<file path="src/rtl/alu_exec.sv">
// rtl/alu_exec.sv - RV32I execute stage with handshake and iterative shifter
module alu_exec #(
  parameter int XLEN       = 32,
  parameter int SHIFT_STEP = 1
) (
  input  logic            clk,
  input  logic            rst_n,
  input  logic            flush,
  input  logic            in_valid,
  output logic            in_ready,
  input  logic [XLEN-1:0] op1,
  input  logic [XLEN-1:0] op2,
  input  logic [4:0]      alu_sel,
  output logic            out_valid,
  input  logic            out_ready,
  output logic [XLEN-1:0] result,
  output logic            illegal
);

  localparam logic [4:0] SEL_ADD  = 5'd0;
  localparam logic [4:0] SEL_SLL  = 5'd1;
  localparam logic [4:0] SEL_SLT  = 5'd2;
  localparam logic [4:0] SEL_SLTU = 5'd3;
  localparam logic [4:0] SEL_XOR  = 5'd4;
  localparam logic [4:0] SEL_SRL  = 5'd5;
  localparam logic [4:0] SEL_SRA  = 5'd6;
  localparam logic [4:0] SEL_OR   = 5'd7;
  localparam logic [4:0] SEL_AND  = 5'd8;
  localparam logic [4:0] SEL_LUI  = 5'd9;

  localparam logic [4:0] STEP = 5'(SHIFT_STEP);

  typedef enum logic [1:0] {
    S_IDLE  = 2'd0,
    S_SHIFT = 2'd1,
    S_DONE  = 2'd2
  } state_t;

  state_t          state_q;
  logic [4:0]      cnt_q;
  logic [4:0]      sel_q;
  logic [XLEN-1:0] result_q;
  logic            illegal_q;
  logic            out_valid_q;

  logic [XLEN-1:0] acc_result_d;
  logic            acc_illegal_d;
  logic            acc_shift_d;
  logic [4:0]      amt;
  logic            accept;
  logic [4:0]      step_amt;
  logic [XLEN-1:0] shifted;

  assign amt      = op2[4:0];
  assign in_ready = (state_q == S_IDLE) | ((state_q == S_DONE) & out_ready);
  assign accept   = in_valid & in_ready & ~flush;

  assign out_valid = out_valid_q;
  assign result    = result_q;
  assign illegal   = illegal_q;

  // Decode the incoming op; shifts with a non-zero amount only seed the accumulator
  always_comb begin
    acc_result_d  = '0;
    acc_illegal_d = 1'b0;
    acc_shift_d   = 1'b0;
    case (alu_sel)
      SEL_ADD:  acc_result_d = op1 + op2;
      SEL_SLT:  acc_result_d = {{(XLEN-1){1'b0}}, ($signed(op1) < $signed(op2))};
      SEL_SLTU: acc_result_d = {{(XLEN-1){1'b0}}, (op1 < op2)};
      SEL_XOR:  acc_result_d = op1 ^ op2;
      SEL_OR:   acc_result_d = op1 | op2;
      SEL_AND:  acc_result_d = op1 & op2;
      SEL_LUI:  acc_result_d = op1 << 12;
      SEL_SLL, SEL_SRL, SEL_SRA: begin
        acc_result_d = op1;
        acc_shift_d  = (amt != 5'd0);
      end
      default:  acc_illegal_d = 1'b1;
    endcase
  end

  // One shifter step: at most SHIFT_STEP bits, never more than what remains
  always_comb begin
    shifted  = '0;
    step_amt = (cnt_q < STEP) ? cnt_q : STEP;
    case (sel_q)
      SEL_SLL: shifted = result_q << step_amt;
      SEL_SRL: shifted = result_q >> step_amt;
      default: shifted = $signed(result_q) >>> step_amt;
    endcase
  end

  // Control FSM with registered result/illegal/out_valid; result_q doubles as the shift accumulator
  always_ff @(posedge clk or negedge rst_n) begin
    if (!rst_n) begin
      state_q     <= S_IDLE;
      cnt_q       <= '0;
      sel_q       <= '0;
      result_q    <= '0;
      illegal_q   <= 1'b0;
      out_valid_q <= 1'b0;
    end else if (flush) begin
      state_q     <= S_IDLE;
      cnt_q       <= '0;
      out_valid_q <= 1'b0;
    end else begin
      case (state_q)
        S_SHIFT: begin
          result_q <= shifted;
          cnt_q    <= cnt_q - step_amt;
          if (cnt_q == step_amt) begin
            state_q     <= S_DONE;
            out_valid_q <= 1'b1;
          end
        end
        S_DONE: begin
          if (out_ready && !in_valid) begin
            state_q     <= S_IDLE;
            out_valid_q <= 1'b0;
          end
        end
        default: ;
      endcase
      if (accept) begin
        sel_q     <= alu_sel;
        result_q  <= acc_result_d;
        illegal_q <= acc_illegal_d;
        if (acc_shift_d) begin
          state_q     <= S_SHIFT;
          cnt_q       <= amt;
          out_valid_q <= 1'b0;
        end else begin
          state_q     <= S_DONE;
          cnt_q       <= '0;
          out_valid_q <= 1'b1;
        end
      end
    end
  end

endmodule

</file>
<file path="config.mk">
export PLATFORM = sky130hd
export DESIGN_NAME = alu_exec
export DESIGN_NICKNAME = d
export VERILOG_FILES = /design/src/rtl/alu_exec.sv
export SDC_FILE = /design/constraint.sdc
export NUM_CORES = 1
export LEC_CHECK = 0
export ABC_AREA = 0
export CAP_MARGIN = 5
export CORE_MARGIN = 4
export CORE_UTILIZATION = 51
export DETAILED_ROUTE_END_ITERATION = 16
export PLACE_DENSITY = 0.8
export SETUP_SLACK_MARGIN = 0.15
export SKIP_CTS_REPAIR_TIMING = 1
export SLEW_MARGIN = 20
export SYNTH_ARGS = -nofsm -noshare
export SYNTH_HDL_FRONTEND = slang
export SYNTH_SLANG_ARGS = --single-unit
export TNS_END_PERCENT = 50
</file>
<file path="constraint.sdc">
create_clock -name clk -period 2.2 [get_ports clk]
set_clock_uncertainty 0.05 [all_clocks]
set_input_delay 0.55 -clock clk [delete_from_list [all_inputs] [get_ports clk]]
set_output_delay 0.55 -clock clk [all_outputs]
set_load 0.05 [all_outputs]
</file>
==> results of run 1 <==
## kinds of logic after synthesis
kind of cell	share of synthesized area
xor+xnor	0.02200
mux	0.05804
buf+inv	0.08854
simple gates	0.1545
fa+ha+maj	0.1896
flops	0.1664
compound gates	0.3209
## stage by stage
step                      TNS (ns)  worst slack, ns
after CTS                   -27.11           -1.189
after detailed placement    -38.11           -1.450
after global placement      -35.40           -1.330
after floorplan             -5.363          -0.4734
## metal layers
layer	overflow	global-route usage
met4	16	0.7875
met1	0	0.7169
met2	30	0.8858
met5	0	0.2292
met3	1	0.5645
==> impl_metrics.ini, run 1 <==
[synth]
yosysSeqAreaShare = 0.1664
ys.flop_type = dfrtp_1
yosysTopAreaCell = ha_1
ys_seq_elements = 45
async_flop_share = 1.000
yosys-top-cells-area = ha_1, dfrtp_1, mux2i_1
syn_avg_cell_area_um2 = 7.580
syn_nets = 1069
synth_warnings = 0
synth_cells = 893
synth.most_common_cell = ha_1
synth_edf_count = 0
synth.distinct_cells = 69
synth_top_area_frac = 0.1867
synthesis.area_um2 = 6769
synthTopCellsByCount = ha_1, inv_1, o21ai_0

[place]
postPlaceCellArea_um2 = 10480
place_congestion = 1.048
place_inst = 1400
dpl.hpwl_mm = 22.85
io_buffers = 108

[status]
stop_stage = 5_1_grt
error = [ERROR GRT-0232] Routing congestion too high. Check the congestion heatmap in the GUI.
outcome = did not finish

[cts]
cts.sinks = 45
numCtsBuffers = 5
root_buffer = clkbuf_16
h-tree-depth = 2
clockBufferDepth = 2

[global_route]
antenna_found_initial = 5
grt_max_degree = 46
overflow = 47
grt_use_total = 0.7290

[sta]
worst-ep-kind = register data pin
worst_endpoint = result[30]$_DFFE_PN0P_/D

[die]
io_pins = 109
row_count = 41
die_y_um = 123.2
start_util = 0.5278
chipWidth_um = 123.2
==> run 2: changes to the inputs <==
CORE_UTILIZATION = 40   (was 51)
PLACE_DENSITY = not set   (was 0.8)
PLACE_DENSITY_LB_ADDON = 0.15   (was not set)
SETUP_SLACK_MARGIN = not set   (was 0.15)
clock period = 2.85 ns   (was 2.2 ns; I/O delays follow)
==> run 2 against run 1 <==
The flow now finishes, with violations (negative setup slack). Synthesized cell count unchanged. Area after synthesis unchanged.
==> impl_metrics.ini, run 2 <==
[synth]
muxShareOfSynthArea = 0.05804
synth.most_common_cell = ha_1
synth.distinct_cells = 69
syn_avg_cell_area_um2 = 7.580
yosys-top-cells-area = ha_1, dfrtp_1, mux2i_1
synthTopCellsByCount = ha_1, inv_1, o21ai_0
synth_simple_gate_area_share = 0.1545
synthesis.area_um2 = 6769
synth_warnings = 0
synth_top_family_by_area = compound AO/OA/AOI/OAI gates
synth_edf_count = 0
ys.flop_type = dfrtp_1
synth_compound_area_frac = 0.3209
async_flop_share = 1.000
synth_adder_area_share = 0.1896
synth_top_area_frac = 0.1867
syn_nets = 1069
yosysSeqAreaShare = 0.1664
synthXorXnorAreaFrac = 0.02200
ys_seq_elements = 45
synth_cells = 893
yosysTopAreaCell = ha_1

[die]
chipWidth_um = 138.1
start_util = 0.4082
dieArea_um2 = 19070
io_pins = 109
core-area_um2 = 16580
die_y_um = 138.1
row_count = 47

[cts]
numCtsBuffers = 5
clk_pin_slew_worst_paths_ns = 0.07
h-tree-depth = 2
tritoncts = done
root_buffer = clkbuf_16
clkLatencyLatePin_ns = 0.29
cts.sinks = 45
clockBufferDepth = 2

[power_and_ir_drop]
power_switching_mw = 2.152
clkPwrFrac = 0.131
p_per_area_nw_per_um2 = 413.1
power.share.sequential = 0.227
ir_worst_vdd_v = 0.0004904
p_total_mw = 4.613
leakagePower_nw = 5.263
swShare = 0.4665
p_int_mw = 2.461
p_comb_frac = 0.643

[place]
postPlaceCellArea_um2 = 10090
dpl_worst_slack_ns = -0.9766
io_buffers = 108
dpl.hpwl_mm = 21.45
place_congestion = 0.9510

[final_layout]
final_nets = 1408
layout-drive-gt1-share = 0.3723
antenna_cells = 0
fin_area_um2 = 11170
area_growth_pct = 64.99
largest_reg_flops = 32
final_core_util = 0.6735
final_common_cell = buf_4
layout_common_cells = buf_4, ha_1, nand2_1
fill_cells = 1335

[sta]
setup_viol = 2
worst_pin_slew_ns = 0.5277
hold_viol_final = 0
timing.final.crit_share = 1.042
relSlewSlack = 0.6471
slew_viol_final = 0
rsz0062_at_grt = yes
max_freq_mhz = 336.7
fin_crit_ns = 2.970
fin_ws_ns = -0.1203

[detailed_routing]
drc = 0
via_count = 8198
dr.pass1.iters = 5
drtIter0Drc = 658
viasPerCell = 5.642
avgRoutedWirePerCell_um = 18.78
wirelength_mm = 27.29
drtAntennaViolNets = 0

[global_route]
antenna_found_initial = 0
grt_max_degree = 25
grt_pass1_vias = 7534
overflow = 0
grt_pass1_wl_mm = 40.99
grt_use_total = 0.2624

[setup_path]
cpMaxStageDelayCell = fa_2
required_ns = 2.96
r2r_start = sel_q[4]
rrSetupSlack_ns = 0.31
worstPathCellList = buf_8 > ha_4 > fa_2 > a211oi_4 > o21a_1 > buf_6 > nor2_4 > o31ai_4 > a31oi_4 > a311oi_2 > mux2i_1 > o211ai_1
cp.arrival_ns = 3.08
critPathCaptureType = flop
critPathMaxStageDelay_ns = 0.38
ff2ff_path_depth = 7
cp_top_family = compound AO/OA/AOI/OAI gates
crit_type = input port to flop
crit_buf_inv = 2
cp-start-kind = input port
crit_fanout = 3
timing.rr.end = result[17]

[status]
outcome = finished with violations
violations = negative setup slack

[flow_run]
cap_viol_max_count = 0

[min_path]
hp-class = input port to async pin
## run 2: layer usage
layer / part of all wire / up-vias / GRT usage
met5: 0 / - / 0
met4: 0.017 / 0 / 0.06344
met3: 0.076 / 35 / 0.02797
met2: 0.46 / 310 / 0.4147
met1: 0.45 / 3924 / 0.3846
li1: - / 3929 / -
## run 2: kinds of logic after synthesis
family	Yosys count
adder cells (fa/ha/maj)	102
flip-flops	45
AO/OA/AOI/OAI	320
XOR/XNOR	17
buffers and inverters	148
AND/OR/NAND/NOR	222
multiplexers	39
## run 2: metrics by stage
| step | std cells | hold WS [ns] | setup TNS (ns) |
|---|---|---|---|
| finish | 1453 | 0.3247 | -0.1945 |
| global route | 1453 | 0.3487 | -0.6549 |
| CTS | 1443 | 0.3367 | -12.21 |
| detailed placement | 1435 | 0.4114 | -21.81 |
| global placement | 1435 | 0.4055 | -20.98 |
| floorplan | 893 | 0.3669 | -0.01981 |
## run 2: worst max path at each step
stage / start / to / slack, ns / depth (start not counted)
finish: op2[0] / result[30] / -0.12 / 12
global route: op2[0] / result[30] / -0.16 / 12
global placement: op2[0] / result[12] / -0.90 / 12
CTS: op1[2] / result[0] / -0.70 / 12
floorplan: op2[17] / result[30] / -0.02 / 11
detailed placement: op1[3] / result[0] / -0.98 / 12
## run 2: power by group through the flow
| stage | sequential, mW | clock (mW) | combinational (mW) |
|---|---|---|---|
| 5_1_grt | 1.07 | 0.638 | 3.15 |
| 3_5_place_dp | 1.05 | 0 | 2.73 |
| 4_1_cts | 1.04 | 0.607 | 2.74 |
| 2_1_floorplan | 1.54 | 0 | 1.02 |
| 6_report | 1.05 | 0.603 | 2.97 |
| 3_3_place_gp | 1.05 | 0 | 2.70 |
## run 2: final cells by class
type / instances / area (um^2) / area share
Multi-Input combinational cell: 700 / 5884 / 0.5269
Inverter: 86 / 322.8 / 0.02890
Sequential cell: 45 / 1127 / 0.1009
Tap cell: 220 / 275.3 / 0.02465
Timing Repair Buffer: 394 / 3406 / 0.3050
Clock inverter: 2 / 13.76 / 0.001232
Clock buffer: 6 / 138.9 / 0.01244
No activity file was read; power rests on OpenSTA's default activity.
==> run 3: changes to the inputs <==
CORE_MARGIN = not set   (was 4)
==> run 3 against run 2 <==
The flow still finishes with violations (negative setup slack). Register-to-register slack gained 0.09 ns. Largest cell class unchanged. Largest power group unchanged. Critical endpoint unchanged. Sequential share of layout area is essentially flat. Total power grew 0.99%. Clock-buffer cell count grew 1. Critical path type unchanged.
==> impl_metrics.ini, run 3 (same netlist as run 2, synthesis figures left out) <==
[detailed_routing]
avgRoutedWirePerCell_um = 18.55
top_layer = met4
via_count = 8197
viasPerCell = 5.634
dr.pass1.iters = 6
drtIter0Drc = 798
drtAntennaViolNets = 0
met3_length_mm = 1.962
drc = 0
wl_met1_mm = 12.13
wl_met2_mm = 12.22
wirelength_mm = 26.99

[setup_path]
cp-start-kind = input port
required_ns = 2.97
crit_fanout = 4
crit_start = op2[0]
ff2ff_path_depth = 7
cp.arrival_ns = 3.13
critPathCaptureType = flop
crit_type = input port to flop
r2r_start = sel_q[4]

[cts]
root_buffer = clkbuf_16
clockBufferDepth = 2
numCtsBuffers = 5
clk_pin_slew_worst_paths_ns = 0.06
tritoncts = done
h-tree-depth = 2
cts.sinks = 45
clkLatencyLatePin_ns = 0.29

[sta]
max_freq_mhz = 332.1
rsz0062_at_grt = yes
hold_viol_final = 0
setup_tns_ns = -0.4848
timing.final.crit_share = 1.056
fin_ws_ns = -0.1608
worst_pin_slew_ns = 0.6394
relSlewSlack = 0.5701
setup_viol = 7
slew_viol_final = 0
fin_crit_ns = 3.011

[status]
violations = negative setup slack
outcome = finished with violations

[global_route]
overflow = 0
grt_pass1_vias = 7678
grt_max_degree = 46
grt_pass1_wl_mm = 40.82
antenna_found_initial = 0
grt_use_total = 0.2968

[die]
core-area_um2 = 16520
row_count = 47
io_pins = 109
start_util = 0.4096
die_y_um = 132.1
dieArea_um2 = 17450
chipWidth_um = 132.1

[final_layout]
layout-drive-gt1-share = 0.3514
largest_reg_flops = 32
final_common_cell = buf_4
layout_common_cells = buf_4, ha_1, nand2_1
area_growth_pct = 64.55
final_core_util = 0.6740
antenna_cells = 0
final_nets = 1410
final_cells = 1455

[power_and_ir_drop]
leakagePower_nw = 5.270
p_per_area_nw_per_um2 = 418.3
ir_worst_vdd_v = 0.0004236

[flow_run]
cap_viol_max_count = 0

[place]
io_buffers = 108
dpl.hpwl_mm = 21.08
place_congestion = 0.9435
place_inst = 1440

[min_path]
hp-start = sel_q[0]
hold_depth = 2
hp-class = flop to flop
run 3: worst paths after layout:
check / to / slack [ns]
min in group asynchronous: state_q[1] / 0.45
worst min register to register: sel_q[0] / 0.42
worst min-delay path: sel_q[0] / 0.42
worst max-delay path: result[30] / -0.16
worst max register to register: result[24] / 0.40
max in group asynchronous: result[22] / 1.87
run 3: stage by stage:
stage                     worst slack, ns  power (mW)  cell area, um^2  hold WS [ns]
after detailed placement          -0.9168       3.761            10120        0.4096
after CTS                         -0.6263       4.447            10290        0.4224
after floorplan                  -0.01981       2.558             6845        0.3669
after global routing              -0.2396       4.900            11140        0.4423
final                             -0.1608       4.659            11140        0.4188
after global placement            -0.9044       3.736            10120        0.4041
run 3: metal layers:
| metal | vias up | GRT usage |
|---|---|---|
| met4 | 0 | 0.07946 |
| met5 | - | 0 |
| met2 | 340 | 0.4677 |
| met1 | 3878 | 0.4225 |
| met3 | 54 | 0.04037 |
| li1 | 3925 | - |
run 3: cell type report:
cell class                 instances  area, um^2
clock inverter                     1       30.03
sequential                        45        1127
clock buffer                       7       142.6
timing repair buffer             396        3455
tap                              220       275.3
multi-input combinational        700        5786
inverter                          86       322.8
fill                            1373        5386
run 3: power by group:
group	switching, mW	leakage, nW	total (mW)	internal (mW)
Sequential	0.234	0.584	1.05	0.820
Combinational	1.65	4.60	2.92	1.27
Clock	0.243	0.0841	0.681	0.438
Total	2.13	5.27	4.66	2.53
run 3: critical path, cell delays in order:
cell      delay, ns
buf_8          0.10
ha_4           0.17
fa_2           0.39
a211oi_4       0.23
o21a_1         0.23
nor2_4         0.06
o31ai_4        0.39
a31oi_4        0.21
a311oi_2       0.33
mux2i_1        0.21
o211ai_1       0.10
